### config.mk
export PLATFORM = sky130hd
export DESIGN_NAME = alu_issue_ctrl
export DESIGN_NICKNAME = d
export VERILOG_FILES = /design/src/rtl/alu_issue_ctrl_pkg.sv /design/src/rtl/alu_issue_ctrl_decoder.sv /design/src/rtl/alu_issue_ctrl.sv
export SDC_FILE = /design/constraint.sdc
export NUM_CORES = 1
export LEC_CHECK = 0
export ABC_AREA = 1
export BUFFER_PORTS_ARGS = -buffer_cell sky130_fd_sc_hd__buf_2
export CAP_MARGIN = 20
export CORE_UTILIZATION = 30
export CTS_BUF_LIST = sky130_fd_sc_hd__clkbuf_4 sky130_fd_sc_hd__clkbuf_8
export DETAILED_ROUTE_END_ITERATION = 8
export GPL_TIMING_DRIVEN = 0
export PLACE_DENSITY = 0.6
export SKIP_LAST_GASP = 1
export SYNTH_ARGS = -nofsm -noshare
export SYNTH_HDL_FRONTEND = slang
export SYNTH_HIERARCHICAL = 1
export SYNTH_SLANG_ARGS = --single-unit
### constraint.sdc
create_clock -name I_CLK -period 4.5 [get_ports I_CLK]
set_input_delay 0.225 -clock I_CLK [delete_from_list [all_inputs] [get_ports I_CLK]]
set_output_delay 0.225 -clock I_CLK [all_outputs]
set_load 0.005 [all_outputs]
### src/rtl/alu_issue_ctrl_pkg.sv
// Shared definitions for the CR16 ALU issue controller: ALU opcodes, status
// bit positions, instruction op/ext codes, condition codes and FSM states.
package alu_issue_ctrl_pkg;

  typedef enum logic [3:0] {
    ALU_ADD   = 4'd0,
    ALU_ADDU  = 4'd1,
    ALU_ADDC  = 4'd2,
    ALU_ADDCU = 4'd3,
    ALU_SUB   = 4'd4,
    ALU_MUL   = 4'd5,
    ALU_AND   = 4'd6,
    ALU_OR    = 4'd7,
    ALU_XOR   = 4'd8,
    ALU_NOT   = 4'd9,
    ALU_LSH   = 4'd10,
    ALU_RSH   = 4'd11,
    ALU_ALSH  = 4'd12,
    ALU_ARSH  = 4'd13
  } alu_op_e;

  // Status / PSR bit positions
  localparam int unsigned ST_C = 0;
  localparam int unsigned ST_L = 1;
  localparam int unsigned ST_F = 2;
  localparam int unsigned ST_Z = 3;
  localparam int unsigned ST_N = 4;

  // Instruction [15:12] op codes
  localparam logic [3:0] OP_RTYPE = 4'b0000;
  localparam logic [3:0] OP_ANDI  = 4'b0001;
  localparam logic [3:0] OP_ORI   = 4'b0010;
  localparam logic [3:0] OP_XORI  = 4'b0011;
  localparam logic [3:0] OP_ADDI  = 4'b0101;
  localparam logic [3:0] OP_SHIFT = 4'b1000;
  localparam logic [3:0] OP_SUBI  = 4'b1001;
  localparam logic [3:0] OP_CMPI  = 4'b1011;
  localparam logic [3:0] OP_MOVI  = 4'b1101;
  localparam logic [3:0] OP_LUI   = 4'b1111;

  // R-type [7:4] ext codes
  localparam logic [3:0] EXT_AND  = 4'b0001;
  localparam logic [3:0] EXT_OR   = 4'b0010;
  localparam logic [3:0] EXT_XOR  = 4'b0011;
  localparam logic [3:0] EXT_ADD  = 4'b0101;
  localparam logic [3:0] EXT_ADDU = 4'b0110;
  localparam logic [3:0] EXT_ADDC = 4'b0111;
  localparam logic [3:0] EXT_SUB  = 4'b1001;
  localparam logic [3:0] EXT_NOT  = 4'b1010;
  localparam logic [3:0] EXT_CMP  = 4'b1011;
  localparam logic [3:0] EXT_MOV  = 4'b1101;
  localparam logic [3:0] EXT_MUL  = 4'b1110;

  // Branch condition codes
  localparam logic [3:0] COND_EQ = 4'b0000;
  localparam logic [3:0] COND_NE = 4'b0001;
  localparam logic [3:0] COND_CS = 4'b0010;
  localparam logic [3:0] COND_CC = 4'b0011;
  localparam logic [3:0] COND_LO = 4'b0100;
  localparam logic [3:0] COND_HS = 4'b0101;
  localparam logic [3:0] COND_MI = 4'b0110;
  localparam logic [3:0] COND_PL = 4'b0111;
  localparam logic [3:0] COND_FS = 4'b1000;
  localparam logic [3:0] COND_FC = 4'b1001;
  localparam logic [3:0] COND_HI = 4'b1010;
  localparam logic [3:0] COND_LS = 4'b1011;
  localparam logic [3:0] COND_GT = 4'b1100;
  localparam logic [3:0] COND_LE = 4'b1101;
  localparam logic [3:0] COND_UC = 4'b1110;

  typedef enum logic [1:0] {SEL_A_RSRC, SEL_A_RDEST, SEL_A_IMM} a_sel_e;
  typedef enum logic [1:0] {SEL_B_RDEST, SEL_B_ZERO, SEL_B_SHAMT, SEL_B_EIGHT} b_sel_e;
  typedef enum logic {IMM_ZEXT, IMM_SEXT} imm_mode_e;
  typedef enum logic [1:0] {S_IDLE, S_EXEC, S_WB} state_e;

  function automatic logic cond_eval(input logic [3:0] cond, input logic [4:0] psr);
    logic res;
    case (cond)
      COND_EQ: res = psr[ST_Z];
      COND_NE: res = !psr[ST_Z];
      COND_CS: res = psr[ST_C];
      COND_CC: res = !psr[ST_C];
      COND_LO: res = psr[ST_L];
      COND_HS: res = !psr[ST_L];
      COND_MI: res = psr[ST_N];
      COND_PL: res = !psr[ST_N];
      COND_FS: res = psr[ST_F];
      COND_FC: res = !psr[ST_F];
      COND_HI: res = !psr[ST_L] && !psr[ST_Z];
      COND_LS: res = psr[ST_L] || psr[ST_Z];
      COND_GT: res = !psr[ST_N] && !psr[ST_Z];
      COND_LE: res = psr[ST_N] || psr[ST_Z];
      COND_UC: res = 1'b1;
      default: res = 1'b0;
    endcase
    return res;
  endfunction

endpackage

### src/rtl/alu_issue_ctrl_decoder.sv
// Combinational instruction decoder: ALU opcode, operand selects, extended
// immediate, and writeback / PSR-update / illegal qualifiers.
module alu_issue_ctrl_decoder
  import alu_issue_ctrl_pkg::*;
#(
  parameter int unsigned P_WIDTH = 16
) (
  input  logic [15:0]        instr,
  output alu_op_e            alu_opcode,
  output a_sel_e             a_sel,
  output b_sel_e             b_sel,
  output logic [3:0]         rdest,
  output logic [3:0]         rsrc,
  output logic [P_WIDTH-1:0] imm,
  output logic [P_WIDTH-1:0] shamt,
  output logic               wb_en,
  output logic               psr_en,
  output logic               illegal
);

  imm_mode_e imm_mode;

  assign rdest = instr[11:8];
  assign rsrc  = instr[3:0];
  assign shamt = P_WIDTH'(instr[3:0]);
  assign imm   = (imm_mode == IMM_SEXT) ? {{(P_WIDTH-8){instr[7]}}, instr[7:0]}
                                        : P_WIDTH'(instr[7:0]);

  // Decode op/ext fields into ALU control and instruction qualifiers
  always_comb begin
    alu_opcode = ALU_ADD;
    a_sel      = SEL_A_RSRC;
    b_sel      = SEL_B_RDEST;
    imm_mode   = IMM_ZEXT;
    wb_en      = 1'b1;
    psr_en     = 1'b1;
    illegal    = 1'b0;
    case (instr[15:12])
      OP_RTYPE: begin
        case (instr[7:4])
          EXT_AND:  alu_opcode = ALU_AND;
          EXT_OR:   alu_opcode = ALU_OR;
          EXT_XOR:  alu_opcode = ALU_XOR;
          EXT_ADD:  alu_opcode = ALU_ADD;
          EXT_ADDU: alu_opcode = ALU_ADDU;
          EXT_ADDC: alu_opcode = ALU_ADDC;
          EXT_SUB:  alu_opcode = ALU_SUB;
          EXT_NOT: begin
            alu_opcode = ALU_NOT;
            b_sel      = SEL_B_ZERO;
          end
          EXT_CMP: begin
            alu_opcode = ALU_SUB;
            wb_en      = 1'b0;
          end
          EXT_MOV: begin
            alu_opcode = ALU_OR;
            b_sel      = SEL_B_ZERO;
            psr_en     = 1'b0;
          end
          EXT_MUL: begin
            alu_opcode = ALU_MUL;
            psr_en     = 1'b0;
          end
          default: illegal = 1'b1;
        endcase
      end
      OP_ANDI: begin
        alu_opcode = ALU_AND;
        a_sel      = SEL_A_IMM;
      end
      OP_ORI: begin
        alu_opcode = ALU_OR;
        a_sel      = SEL_A_IMM;
      end
      OP_XORI: begin
        alu_opcode = ALU_XOR;
        a_sel      = SEL_A_IMM;
      end
      OP_ADDI: begin
        alu_opcode = ALU_ADD;
        a_sel      = SEL_A_IMM;
        imm_mode   = IMM_SEXT;
      end
      OP_SUBI: begin
        alu_opcode = ALU_SUB;
        a_sel      = SEL_A_IMM;
        imm_mode   = IMM_SEXT;
      end
      OP_CMPI: begin
        alu_opcode = ALU_SUB;
        a_sel      = SEL_A_IMM;
        imm_mode   = IMM_SEXT;
        wb_en      = 1'b0;
      end
      OP_MOVI: begin
        alu_opcode = ALU_ADD;
        a_sel      = SEL_A_IMM;
        b_sel      = SEL_B_ZERO;
        imm_mode   = IMM_SEXT;
        psr_en     = 1'b0;
      end
      OP_LUI: begin
        alu_opcode = ALU_LSH;
        a_sel      = SEL_A_IMM;
        b_sel      = SEL_B_EIGHT;
        psr_en     = 1'b0;
      end
      OP_SHIFT: begin
        a_sel = SEL_A_RDEST;
        b_sel = SEL_B_SHAMT;
        case (instr[7:6])
          2'b00:   alu_opcode = ALU_LSH;
          2'b01:   alu_opcode = ALU_RSH;
          2'b10:   alu_opcode = ALU_ALSH;
          default: alu_opcode = ALU_ARSH;
        endcase
        if (instr[5:4] != 2'b00) illegal = 1'b1;
      end
      default: illegal = 1'b1;
    endcase
    if (illegal) begin
      wb_en  = 1'b0;
      psr_en = 1'b0;
    end
  end

endmodule

### src/rtl/alu_issue_ctrl.sv
// Three-cycle issue controller (IDLE -> EXEC -> WB) in front of the CR16 ALU.
// Owns the PSR and evaluates branch conditions against it.
module alu_issue_ctrl
  import alu_issue_ctrl_pkg::*;
#(
  parameter int unsigned P_WIDTH = 16
) (
  input  logic               I_CLK,
  input  logic               I_NRESET,
  input  logic [15:0]        I_INSTR,
  input  logic               I_INSTR_VALID,
  output logic               O_INSTR_READY,
  output logic [3:0]         O_RA_ADDR,
  output logic [3:0]         O_RB_ADDR,
  input  logic [P_WIDTH-1:0] I_RA_DATA,
  input  logic [P_WIDTH-1:0] I_RB_DATA,
  output logic               O_ALU_ENABLE,
  output logic [3:0]         O_ALU_OPCODE,
  output logic [P_WIDTH-1:0] O_ALU_A,
  output logic [P_WIDTH-1:0] O_ALU_B,
  input  logic [P_WIDTH-1:0] I_ALU_C,
  input  logic [4:0]         I_ALU_STATUS,
  output logic               O_WB_EN,
  output logic [3:0]         O_WB_ADDR,
  output logic [P_WIDTH-1:0] O_WB_DATA,
  output logic [4:0]         O_PSR,
  input  logic [3:0]         I_COND,
  output logic               O_COND_TRUE,
  output logic               O_ILLEGAL
);

  state_e             state, state_next;
  logic [15:0]        instr_q;
  logic [P_WIDTH-1:0] result_q;
  logic [4:0]         psr_q;

  alu_op_e            dec_opcode;
  a_sel_e             dec_a_sel;
  b_sel_e             dec_b_sel;
  logic [3:0]         dec_rdest, dec_rsrc;
  logic [P_WIDTH-1:0] dec_imm, dec_shamt;
  logic               dec_wb_en, dec_psr_en, dec_illegal;

  alu_issue_ctrl_decoder #(.P_WIDTH(P_WIDTH)) u_decoder (
    .instr      (instr_q),
    .alu_opcode (dec_opcode),
    .a_sel      (dec_a_sel),
    .b_sel      (dec_b_sel),
    .rdest      (dec_rdest),
    .rsrc       (dec_rsrc),
    .imm        (dec_imm),
    .shamt      (dec_shamt),
    .wb_en      (dec_wb_en),
    .psr_en     (dec_psr_en),
    .illegal    (dec_illegal)
  );

  // State register
  always_ff @(posedge I_CLK or negedge I_NRESET) begin
    if (!I_NRESET) state <= S_IDLE;
    else           state <= state_next;
  end

  // Next state and per-state control strobes
  always_comb begin
    state_next    = state;
    O_INSTR_READY = 1'b0;
    O_ALU_ENABLE  = 1'b0;
    O_WB_EN       = 1'b0;
    O_ILLEGAL     = 1'b0;
    case (state)
      S_IDLE: begin
        O_INSTR_READY = 1'b1;
        if (I_INSTR_VALID) state_next = S_EXEC;
      end
      S_EXEC: begin
        O_ALU_ENABLE = !dec_illegal;
        state_next   = S_WB;
      end
      S_WB: begin
        O_WB_EN    = dec_wb_en;
        O_ILLEGAL  = dec_illegal;
        state_next = S_IDLE;
      end
      default: state_next = S_IDLE;
    endcase
  end

  // Instruction capture on accept; result and PSR capture at the end of EXEC
  always_ff @(posedge I_CLK or negedge I_NRESET) begin
    if (!I_NRESET) begin
      instr_q  <= '0;
      result_q <= '0;
      psr_q    <= '0;
    end else begin
      if (state == S_IDLE && I_INSTR_VALID) instr_q <= I_INSTR;
      if (state == S_EXEC) begin
        result_q <= I_ALU_C;
        if (dec_psr_en) psr_q <= I_ALU_STATUS;
      end
    end
  end

  // ALU operand selection
  always_comb begin
    case (dec_a_sel)
      SEL_A_RDEST: O_ALU_A = I_RA_DATA;
      SEL_A_IMM:   O_ALU_A = dec_imm;
      default:     O_ALU_A = I_RB_DATA;
    endcase
    case (dec_b_sel)
      SEL_B_ZERO:  O_ALU_B = '0;
      SEL_B_SHAMT: O_ALU_B = dec_shamt;
      SEL_B_EIGHT: O_ALU_B = P_WIDTH'(8);
      default:     O_ALU_B = I_RA_DATA;
    endcase
  end

  assign O_ALU_OPCODE = dec_opcode;
  assign O_RA_ADDR    = dec_rdest;
  assign O_RB_ADDR    = dec_rsrc;
  assign O_WB_ADDR    = dec_rdest;
  assign O_WB_DATA    = result_q;
  assign O_PSR        = psr_q;
  assign O_COND_TRUE  = cond_eval(I_COND, psr_q);

endmodule

# Yosys cells after proc, flatten, opt, wreduce, memory -nomap -nowiden
# Index checks and enable logic that the tools add are counted.
[word_totals]
elab_cells = 100
inputBits = 76
register_bits = 39
output_inout_bits = 74
[op_classes]
eq_ne = 44
n_mux = 26
n_reduce_logical = 26
[ops]
columns = ["op", "count"]
rows = [
  ["4-bit == test (second input constant)", 17],
  ["16-bit case mux with 3 select lines", 1],
  ["4-bit by 3-bit == test with 1-bit output (second input constant)", 8],
  ["16-bit case mux with 2 select lines", 1],
  ["4-bit case mux with 8 select lines", 1],
  ["4-bit case mux with 7 select lines", 1],
  ["4-bit by 2-bit == test with 1-bit output (second input constant)", 6],
  ["16-bit two-way mux", 1],
  ["1-bit case mux with 15 select lines", 1],
  ["4-bit by 1-bit == test with 1-bit output (second input constant)", 3],
  ["1-bit two-way mux", 12],
  ["2-bit OR reduction", 6],
  ["11-bit OR reduction", 1],
  ["2-bit == test (second input constant)", 5],
  ["3-bit case mux with 3 select lines", 1],
  ["2-bit by 1-bit == test with 1-bit output (second input constant)", 4],
  ["4-bit logical NOT", 2],
  ["2-bit case mux with 2 select lines", 2],
  ["2-bit case mux with 4 select lines", 1],
  ["8-bit OR reduction", 1],
  ["1-bit logical NOT", 6],
  ["2-bit logical NOT", 2],
  ["1-bit case mux with 2 select lines", 2],
  ["4-bit OR reduction", 1],
  ["other kinds (7)", 10],
]

# Depth between registers and ports, before layout
# Gate-level depths: netlist of the first run.
[logic_depth]
depth_word = 6
mapped_depth = 11

# Modules after synthesis
# Netlist of the first run, hierarchy kept.
[modules_own_cells]
columns = ["module", "area_each_um2", "instances", "cells_per_inst"]
rows = [
  ["alu_issue_ctrl", 2374.8, 1, 350],
  ["alu_issue_ctrl_decoder", 636.9, 1, 115],
]

# Least setup slack after synthesis of the first run
# Ideal clock, no wire load.
[synth_timing]
path_type = "register to output"
start = "reg instr_q[14]"
end = "out O_ALU_A[10]"
required_time_ps = 4275
setup_slack_ps = 2494
stages_incl_launch_ff = 11
t_arrival_ps = 1781
path_cell_list = "dfrtp_1 -> nor2_1 -> nand2_2 -> inv_1 -> inv_1 -> ha_1 -> buf_2 -> inv_1 -> buf_2 -> nor2_1 -> a21oi_1"
[synth_via]
elab_chain_len = 5
elab_cells_between_ends = 17
classes_between = "eq/ne: 11; mux: 4; reduce/logical: 2"
[synth_rtl]
columns = ["element", "line", "source"]
rows = [
  ["start: declaration", "alu_issue_ctrl.sv:33", "logic [15:0] instr_q;"],
  ["start signal: assignment", "alu_issue_ctrl.sv:92", "instr_q <= '0;"],
  ["start signal: assignment", "alu_issue_ctrl.sv:96", "if (state == S_IDLE && I_INSTR_VALID) instr_q <= I_INSTR;"],
  ["4-bit by 1-bit == test with 1-bit output, or another cell as far along", "alu_issue_ctrl_decoder.sv:38", "case (instr[15:12])"],
  ["8-bit OR reduction (no source line)", "-", ""],
  ["2-bit case mux with 2 select lines *", "alu_issue_ctrl_decoder.sv:38", ""],
  ["named net dec_a_sel[0]", "alu_issue_ctrl.sv:38", "a_sel_e dec_a_sel;"],
  ["2-bit == test or 2-bit by 1-bit == test with 1-bit output (tied branches)", "alu_issue_ctrl.sv:106", "case (dec_a_sel)"],
  ["16-bit case mux with 2 select lines *", "alu_issue_ctrl.sv:106", ""],
  ["end: declaration", "alu_issue_ctrl.sv:19", "output logic [P_WIDTH-1:0] O_ALU_A,"],
]
# The timed path passes the listed nets; every way through them passes the cells marked *.

# Worst setup path in the final report of the first run
[layout_timing]
start = "reg instr_q[12]"
end = "out O_ALU_A[11]"
# The elaborated chain is that of the path after synthesis.

==> results of run 1 <==
-- flip-flops by register name, summed over array words and instances, names as in the netlist --
| signal | count |
|---|---|
| O_PSR | 5 |
| O_WB_DATA | 16 |
| instr_q | 16 |
| state | 2 |
-- metal layers --
metal | GRT usage | wire length, um | vias to the layer above
met4 | 0.0341 | 69 | 0
met2 | 0.272 | 3790 | 142
met5 | 0 | 0 | -
met1 | 0.203 | 3760 | 1444
li1 | - | - | 1734
met3 | 0.0376 | 746 | 6
-- cell type report --
cell class / count / area [sq um] / area share
clock inverter: 2 / 35.0 / 0.00858
clock buffer: 6 / 82.6 / 0.0202
tap: 133 / 166 / 0.0408
inverter: 48 / 180 / 0.0441
multi-input combinational: 330 / 1480 / 0.363
sequential: 39 / 976 / 0.239
buffer: 59 / 415 / 0.102
timing repair buffer: 149 / 746 / 0.183
-- path summary, 6_finish.rpt --
path	from	endpoint	slack, ns	depth (start not counted)
setup / recovery	instr_q[12]	O_ALU_A[11]	1.74	11
hold / removal	I_NRESET	O_PSR[4]	0.04	1
setup reg to reg	instr_q[14]	O_PSR[0]	2.88	8
hold reg to reg	O_WB_DATA[10]	O_WB_DATA[10]	0.48	2
max in group asynchronous	I_NRESET	instr_q[10]	3.90	1
min in group I_CLK	I_INSTR[10]	instr_q[10]	0.12	3
-- cells by family after synthesis --
kind of cell	count (synthesis)
and+or+nand+nor	250
buffers and inverters	107
AOI/OAI and AO/OA	66
DFF	39
adders and majority gates	2
other	1
-- report_power, final --
part           internal (mW)  total, mW  switching, mW
Combinational          0.492       1.08          0.584
Clock                  0.179      0.301          0.122
Sequential             0.453      0.549         0.0959
-- critical path, stage by stage (launching register included) --
cell and delay (ns):
dfrtp_1 0.47, nand2_1 0.13, inv_1 0.07, o21ai_1 0.15, nand3_1 0.14, ha_1 0.29, buf_2 0.17, inv_1 0.22
buf_2 0.25, nor2_1 0.06, a21oi_1 0.16, buf_2 0.15
-- metrics by stage --
| stage | power (mW) | instance area, sq um | setup WS [ns] | hold WS [ns] | util |
|---|---|---|---|---|---|
| after floorplan | 1.20 | 3050 | 2.49 | -0.0706 | - |
| after global placement | 1.63 | 3970 | 2.04 | 0.398 | 0.408 |
| after detailed placement | 1.64 | 3970 | 2.02 | 0.394 | 0.408 |
| after CTS | 1.95 | 4080 | 1.69 | 0.0732 | 0.420 |
| after global routing | 2.13 | 4080 | 1.46 | 0.121 | 0.420 |
| final | 1.93 | 4080 | 1.74 | 0.0449 | 0.420 |
-- placed cells by master, fill, tap and decap left out, types with 2 or more instances in the layout --
| cell type | n |
|---|---|
| clkbuf_8 | 6 |
| buf_2 | 157 |
| clkbuf_1 | 4 |
| inv_2 | 3 |
| and3_1 | 2 |
| nand2_1 | 158 |
| a21oi_1 | 38 |
| nand2_2 | 5 |
| buf_6 | 3 |
| nor3_1 | 2 |
| nor2_1 | 39 |
| buf_4 | 43 |
| o21ai_2 | 10 |
| nor2_2 | 5 |
| dfrtp_1 | 39 |
| o21ai_0 | 15 |
| nand3_1 | 33 |
| nand3b_1 | 3 |
| ha_1 | 2 |
| inv_1 | 45 |
| conb_1 | 12 |
==> flow_metrics.tcl, run 1 <==
set metrics [dict create \
    status "finished clean" \
    area_delta_synth_final_pct 35.6 \
    cts_tree "yes" \
    powerDensity_nw_per_um2 472 \
    clockRootBuffer "clkbuf_8" \
    dp_cells 758 \
    synth-compound-area-share 0.125 \
    antenna_found_initial 0 \
    io_buffers 149 \
    drive_above_1_share 0.373 \
    synth-xor-area-share 0 \
    die_x_um 102 \
    synth_most_common_cell "nand2_1" \
    yosys_register_bits 39 \
    max_slew.worst_pin.slew_ns 0.876 \
    synth_largest_area_cell "dfrtp_1" \
    syn_area_sq_um 3010 \
    antennaDiodeCount 0 \
    fin_cells 766 \
    gr-total-overflow 0 \
    drcViolationCount 0 \
    cts_resized 0 \
    ys_types 27 \
    routed_wl_um 8360 \
    synth_area_leaders "dfrtp_1 32%, nand2_1 20%, buf_4 11%" \
    dieArea_sq_um 10400 \
    worstPathRequired_ns 4.28 \
    grt_usage 0.159 \
    fin_crit_ns 2.76 \
    drt-vias-per-instance 4.34 \
    crit_path_start_kind "flop" \
    ys_seq_area_frac 0.324 \
    rsz0062_at_grt "false" \
    crit_arrival_ns 2.54 \
    io_pins 150 \
    tns_ns 0 \
    antenna_left 0 \
    avgRoutedWirePerCell_um 10.9 \
    fin_nets 710 \
    num_vias 3326 \
    cts.htree.levels 2 \
    clk-insertion-delay-late_ns 0.29 \
    first_pass_iters 4 \
    cp-end-kind "output pin" \
    grt_max_degree 40 \
    core_area_sq_um 9730 \
    drv_slew 0 \
    yosys_warnings 6 \
    synthTopCellsByCount "158 x nand2_1, 45 x inv_1, 43 x buf_4, 39 x dfrtp_1, 39 x nor2_1" \
    start_util 0.310 \
    min_period_over_period 0.614 \
    fmax_ghz 0.362 \
    maxCapViolations 0 \
    clkSinkCount 39 \
    clockBufferDepth 2 \
    power.leakage_nw 2.43 \
    grt_pass1_vias 2932 \
    synth_simple_gate_area_frac 0.344 \
    post_cts_buffers 0 \
    numCtsBuffers 5 \
    rows 36 \
    place_congestion 0.849 \
    finalSetupViolations 0 \
    fin_skew_ns 0.00666 \
    fillers 1063 \
    path_clk_slew_ns 0.08 \
    synth_top_family_by_area "simple AND/OR/NAND/NOR gates" \
    synth_adder_area_share 0.00831 \
    peakVddDrop_uv 275 \
    async_reset_ff_frac 1.00 \
    hpwl_um 6800 \
    critPathMaxFanout 10 \
    hold_viol_final 0 \
    synth.top_cell.area_share 0.324 \
    grt_pass1_wl_um 13200 \
    synth_edf_count 0 \
    synthCells 465 \
    synth_top_flop_cell "dfrtp_1" \
    relSlewSlack 0.416 \
    synthMuxAreaShare 0 \
    hold_buffers 0 \
    crit_type "flop to output pin" \
    dr.first_iter.drc_count 88 \
    hp-class "input pin to asynchronous set/reset pin" \
    avgSynthCellArea_sq_um 6.48 \
    die_h_um 102 \
]
Note: power is estimated with default switching activity, not from simulation.
==> run 2: changes to the inputs <==
Clock period 4.5 ns to 2.6 ns, I/O delays scaled along.
==> run 2 against run 1 <==
Effect of this change:
- via count shrank 0.15%
- die area is the same
- global-route usage is essentially flat
- non-clock buffer count grew 1
- sequential power grew 75%
- clock-buffer cell count is the same
- final area grew 1.2%
- critical path depth is the same
- largest cell class unchanged
- highest routed layer unchanged
==> flow_metrics.tcl, run 2 (synthesized netlist as in run 1, its figures left out) <==
set metrics [dict create \
    path_clk_slew_ns 0.07 \
    crit_chain "nor2_2, nand2_2, inv_1, inv_1, ha_1, clkbuf_4, clkinvlp_4, buf_2, nor2_1, a21oi_1, buf_2" \
    switching_share 0.415 \
    maxCapViolations 0 \
    first_pass_iters 4 \
    grt_max_degree 40 \
    worstPathRequired_ns 2.47 \
    clk-insertion-delay-late_ns 0.29 \
    critPathMaxFanout 10 \
    hold_viol_final 0 \
    min_period_over_period 0.935 \
    grt_pass1_wl_um 13200 \
    p_sw_mw 1.41 \
    cp_slowest_cell "dfrtp_2" \
    num_vias 3321 \
    core_area_sq_um 9730 \
    area_delta_synth_final_pct 37.1 \
    die_h_um 102 \
    place_ws_ns 0.214 \
    antenna_found_initial 0 \
    layout_commonest_cell "nand2_1" \
    powerDensity_nw_per_um2 823 \
    drv_slew 0 \
    numCtsBuffers 5 \
    grt_use_met2 0.272 \
    fin_nets 711 \
    crit-reg2reg-capture "O_PSR[4]" \
    crit_type "flop to output pin" \
    max_slew.worst_pin.slew_ns 0.876 \
    fin_util 0.425 \
    fmax_ghz 0.411 \
    drt-vias-per-instance 4.33 \
    finalSetupViolations 0 \
    die_x_um 102 \
    crit_path_start_kind "flop" \
    clkPwrFrac 0.153 \
    crit_path_start "instr_q[14]" \
    avgRoutedWirePerCell_um 11.0 \
    r2r_cells 9 \
    worst_slack_ns 0.169 \
    rows 36 \
    gr-total-overflow 0 \
    r2r-start "instr_q[4]" \
    hp-class "input pin to flop" \
    drcViolationCount 0 \
    io_buffers 149 \
    gr-usage-met1 0.204 \
    crit_end "O_ALU_A[11]" \
    routed_wl_um 8440 \
    fin_crit_ns 2.43 \
    dieArea_sq_um 10400 \
    drive_above_1_share 0.386 \
    grtUsageMet3 0.0376 \
    slowest_delay_ns 0.46 \
    grt_usage 0.159 \
    peakVddDrop_uv 486 \
    final_cell_mix "158 x nand2_1, 156 x buf_2, 45 x buf_4" \
    cts_tree "yes" \
    status "finished clean" \
    relSlewSlack 0.416 \
    hp-start "I_INSTR[10]" \
    cts.htree.levels 2 \
    hpwl_um 6800 \
    antennaDiodeCount 0 \
    clockRootBuffer "clkbuf_8" \
    io_pins 150 \
    place_congestion 0.849 \
    grt_pass1_vias 2937 \
    power.internal_mw 1.99 \
    crit_arrival_ns 2.30 \
    dr.first_iter.drc_count 109 \
    power.leakage_nw 2.44 \
    r2r_slack_ns 0.94 \
    start_util 0.310 \
    clkSinkCount 39 \
    top_usage_layer "met2" \
    seqPwrFrac 0.282 \
    combinationalPowerShare 0.564 \
    antenna_left 0 \
    cp-end-kind "output pin" \
    fin_skew_ns 0.00671 \
    clockBufferDepth 2 \
]
-- run 2: cell types whose count changed in the layout (fill, tap and decap cells not counted), moves of 2 or more --
cell and change:
dfrtp_2 +3, nor2_4 +2, buf_4 +2, dfrtp_1 -3, clkbuf_4 +2, clkbuf_1 -2
-- run 2: metal layers --
| metal | share of wire | up-vias |
|---|---|---|
| met5 | 0 | - |
| met4 | 0.0082 | 0 |
| met3 | 0.086 | 6 |
| met2 | 0.45 | 136 |
| met1 | 0.45 | 1441 |
| li1 | - | 1738 |
-- run 2: final cells by class --
cell class	count	area, sq um
well taps	133	166
inverters	48	184
fillers	1061	5600
clock inverters	2	35.0
clock buffers	6	82.6
multi-input cells	330	1500
repair buffers	152	771
flip-flops and latches	39	980
plain buffers	57	414
-- run 2: power groups by stage --
stage | logic (mW) | registers, mW | clock network (mW)
finish | 1.92 | 0.960 | 0.521
CTS | 1.92 | 0.956 | 0.540
detailed placement | 1.88 | 0.962 | 0
global route | 2.19 | 0.993 | 0.565
floorplan | 1.13 | 0.938 | 0
global placement | 1.86 | 0.957 | 0
-- run 2: worst min-delay path by stage --
stage | endpoint | cells past startpoint
floorplan | O_PSR[0] | 0
global placement | O_PSR[4] | 1
detailed placement | O_PSR[1] | 1
CTS | instr_q[10] | 3
global route | O_WB_DATA[10] | 3
finish | instr_q[10] | 3
-- run 2: timing repair --
action                                 in CTS  in global routing
resized for setup                           2                 10
setup endpoints to repair                  11                 16
pin swaps                                   0                  0
setup buffers                               1                  1
endpoints found under the hold margin      39                  0
hold buffers                                1                  0
-- run 2: critical path, delay by kind of cell (launching register included) --
kind	cells	cell delay [ns]
AO/OA/AOI/OAI	1	0.16
flip-flops	1	0.46
AND/OR/NAND/NOR	3	0.36
adder cells (fa/ha/maj)	1	0.27
buffers and inverters	6	0.77
-- run 2: through the flow --
stage,setup TNS [ns],instances,area (sq um),hold WS [ns],power (mW)
floorplan,0,476,3050,-0.166,2.07
global placement,0,758,3970,0.303,2.82
detailed placement,0,758,3970,0.299,2.84
CTS,0,767,4100,0.0209,3.41
global route,-0.0125,767,4130,0.0263,3.74
finish,0,767,4130,0.0289,3.40
==> run 3: changes to the inputs <==
--- a/config.mk
+++ b/config.mk
@@ -16,2 +16,3 @@
 export SKIP_LAST_GASP = 1
+export SLEW_MARGIN = 10
 export SYNTH_ARGS = -nofsm -noshare
==> constraint.sdc (replaced) <==
create_clock -name I_CLK -period 2.6 [get_ports I_CLK]
set_input_delay 0.52 -clock I_CLK [delete_from_list [all_inputs] [get_ports I_CLK]]
set_output_delay 0.52 -clock I_CLK [all_outputs]
set_load 0.005 [all_outputs]
==> run 3 against run 2 <==
Effect of this change:
- first-iteration DRC count is 3.7% higher
- worst hold slack better by 0.31 ns
- final area is 11% higher
==> flow_metrics.tcl, run 3 (synthesized netlist as in run 1, its figures left out) <==
set metrics [dict create \
    first_pass_iters 6 \
    dpl_cell_area_sq_um 3970 \
    start_util 0.310 \
    clockBufferDepth 2 \
    dr.first_iter.drc_count 113 \
    clockRootBuffer "clkbuf_8" \
    clk-insertion-delay-late_ns 0.29 \
    p_total_mw 3.93 \
    relSlewSlack 0.412 \
    crit-reg2reg-capture "O_PSR[0]" \
    antenna_left 0 \
    core_area_sq_um 9730 \
    hpwl_um 6800 \
    maxCapViolations 0 \
    final_cell_mix "152 x buf_2, 151 x nand2_1, 72 x buf_4" \
    fmax_ghz 0.387 \
    layout_commonest_cell "buf_2" \
    hp-class "input pin to asynchronous set/reset pin" \
    cp_slowest_cell "dfrtp_2" \
    num_vias 3498 \
    worstPathRequired_ns 2.08 \
    area_delta_synth_final_pct 52.8 \
    die_h_um 102 \
    cp-end-kind "output pin" \
    min_period_over_period 0.995 \
    powerDensity_nw_per_um2 853 \
    cts_tree "yes" \
    power.internal_mw 2.30 \
    max_slew.worst_pin.slew_ns 0.882 \
    antenna_found_initial 0 \
    drive_above_1_share 0.486 \
    crit_type "flop to output pin" \
    slowest_delay_ns 0.49 \
    die_x_um 102 \
    p_sw_mw 1.62 \
    io_pins 150 \
    multi_input_area_sq_um 1700 \
    crit_path_start_kind "flop" \
    antennaDiodeCount 0 \
    power.leakage_nw 2.62 \
    fin_skew_ns 0.00646 \
    drcViolationCount 0 \
    cp_top_family "buffers and inverters" \
    drv_slew 0 \
    status "finished clean" \
    numCtsBuffers 5 \
    switching_share 0.414 \
    grt_usage 0.166 \
    io_buffers 149 \
    combinationalPowerShare 0.621 \
    crit_arrival_ns 2.07 \
    critPathMaxFanout 7 \
    routed_wl_um 9170 \
    cp_num_buf_inv 5 \
    r2r-start "instr_q[15]" \
    rows 36 \
    avgRoutedWirePerCell_um 11.6 \
    rsz0062_at_grt "true" \
    fin_crit_ns 2.59 \
    place_congestion 0.849 \
    fillers 1029 \
    final_design_area_no_fill_sq_um 4600 \
    finalSetupViolations 0 \
    drt-vias-per-instance 4.41 \
    hold_buffers 0 \
    fin_nets 737 \
    r2r_cells 11 \
    dieArea_sq_um 10400 \
    grt_pass1_vias 3046 \
    regArea_sq_um 986 \
    crit_chain "nor2_4, nand2_2, inv_2, inv_1, ha_4, clkinvlp_4, buf_6, nor2_1, a21oi_1, buf_2" \
    gr-total-overflow 0 \
    hold_viol_final 0 \
    clkSinkCount 39 \
    seqPwrFrac 0.246 \
    peakVddDrop_uv 504 \
    r2r_slack_ns 0.70 \
    cts.htree.levels 2 \
    path_clk_slew_ns 0.08 \
    grt_max_degree 40 \
    clkPwrFrac 0.133 \
    grt_pass1_wl_um 13800 \
]
[run 3: cell count changes in the layout (fill, tap and decap cells not counted), sizes merged]
cell and change:
clkbuf -1, buf +28, dlygate4sd3 -1
[run 3: power groups by stage]
stage | clock [mW] | sequential [mW] | combinational [mW]
final | 0.523 | 0.967 | 2.44
after floorplan | 0 | 0.938 | 1.13
after detailed placement | 0 | 0.962 | 1.88
after CTS | 0.540 | 0.963 | 2.15
after global routing | 0.566 | 0.995 | 2.71
after global placement | 0 | 0.957 | 1.86
[run 3: area by class of cell]
cell class / count / share of cell area
repair buffers: 180 / 0.220
well taps: 133 / 0.0362
clock buffers: 6 / 0.0179
plain buffers: 55 / 0.0949
inverters: 48 / 0.0400
clock inverters: 2 / 0.00761
multi-input cells: 330 / 0.370
flip-flops and latches: 39 / 0.214
[run 3: metal layers]
| metal | part of all wire | vias to the layer above | track usage |
|---|---|---|---|
| met5 | 0 | - | 0 |
| met2 | 0.48 | 150 | 0.291 |
| met4 | 0.0075 | 0 | 0.0341 |
| met3 | 0.083 | 6 | 0.0397 |
| li1 | - | 1788 | - |
| met1 | 0.43 | 1554 | 0.208 |
[run 3: worst register-to-register path: cells and delay by family (launching register included)]
kind,cells,cell delay [ns]
compound gates,1,0.05
buf+inv,3,0.41
flops,1,0.44
simple gates,7,0.89
[run 3: stage by stage]
step	std cells	setup TNS [ns]	util	setup WS (ns)	hold WS, ns
after floorplan	476	0	-	0.299	0.224
after global placement	758	-0.946	0.408	-0.152	0.451
after detailed placement	758	-1.35	0.408	-0.176	0.458
after CTS	773	-0.723	0.439	-0.0591	0.368
after global routing	793	-1.16	0.473	-0.0929	0.416
final	793	0	0.473	0.0137	0.342
[run 3: worst max path at each step]
stage | startpoint | to | slack [ns] | cells past startpoint
floorplan | instr_q[14] | O_ALU_A[10] | 0.30 | 10
global placement | instr_q[14] | O_ALU_A[11] | -0.15 | 11
detailed placement | instr_q[15] | O_ALU_A[11] | -0.18 | 12
CTS | instr_q[14] | O_ALU_A[11] | -0.06 | 11
global route | instr_q[14] | O_ALU_A[13] | -0.09 | 10
finish | instr_q[12] | O_ALU_A[5] | 0.01 | 10
[run 3: repair_timing]
item	CTS	global route
gates resized for setup	38	56
endpoints found under the setup margin	22	31
pin swaps	9	12
cloned	1	1
setup buffers	9	20
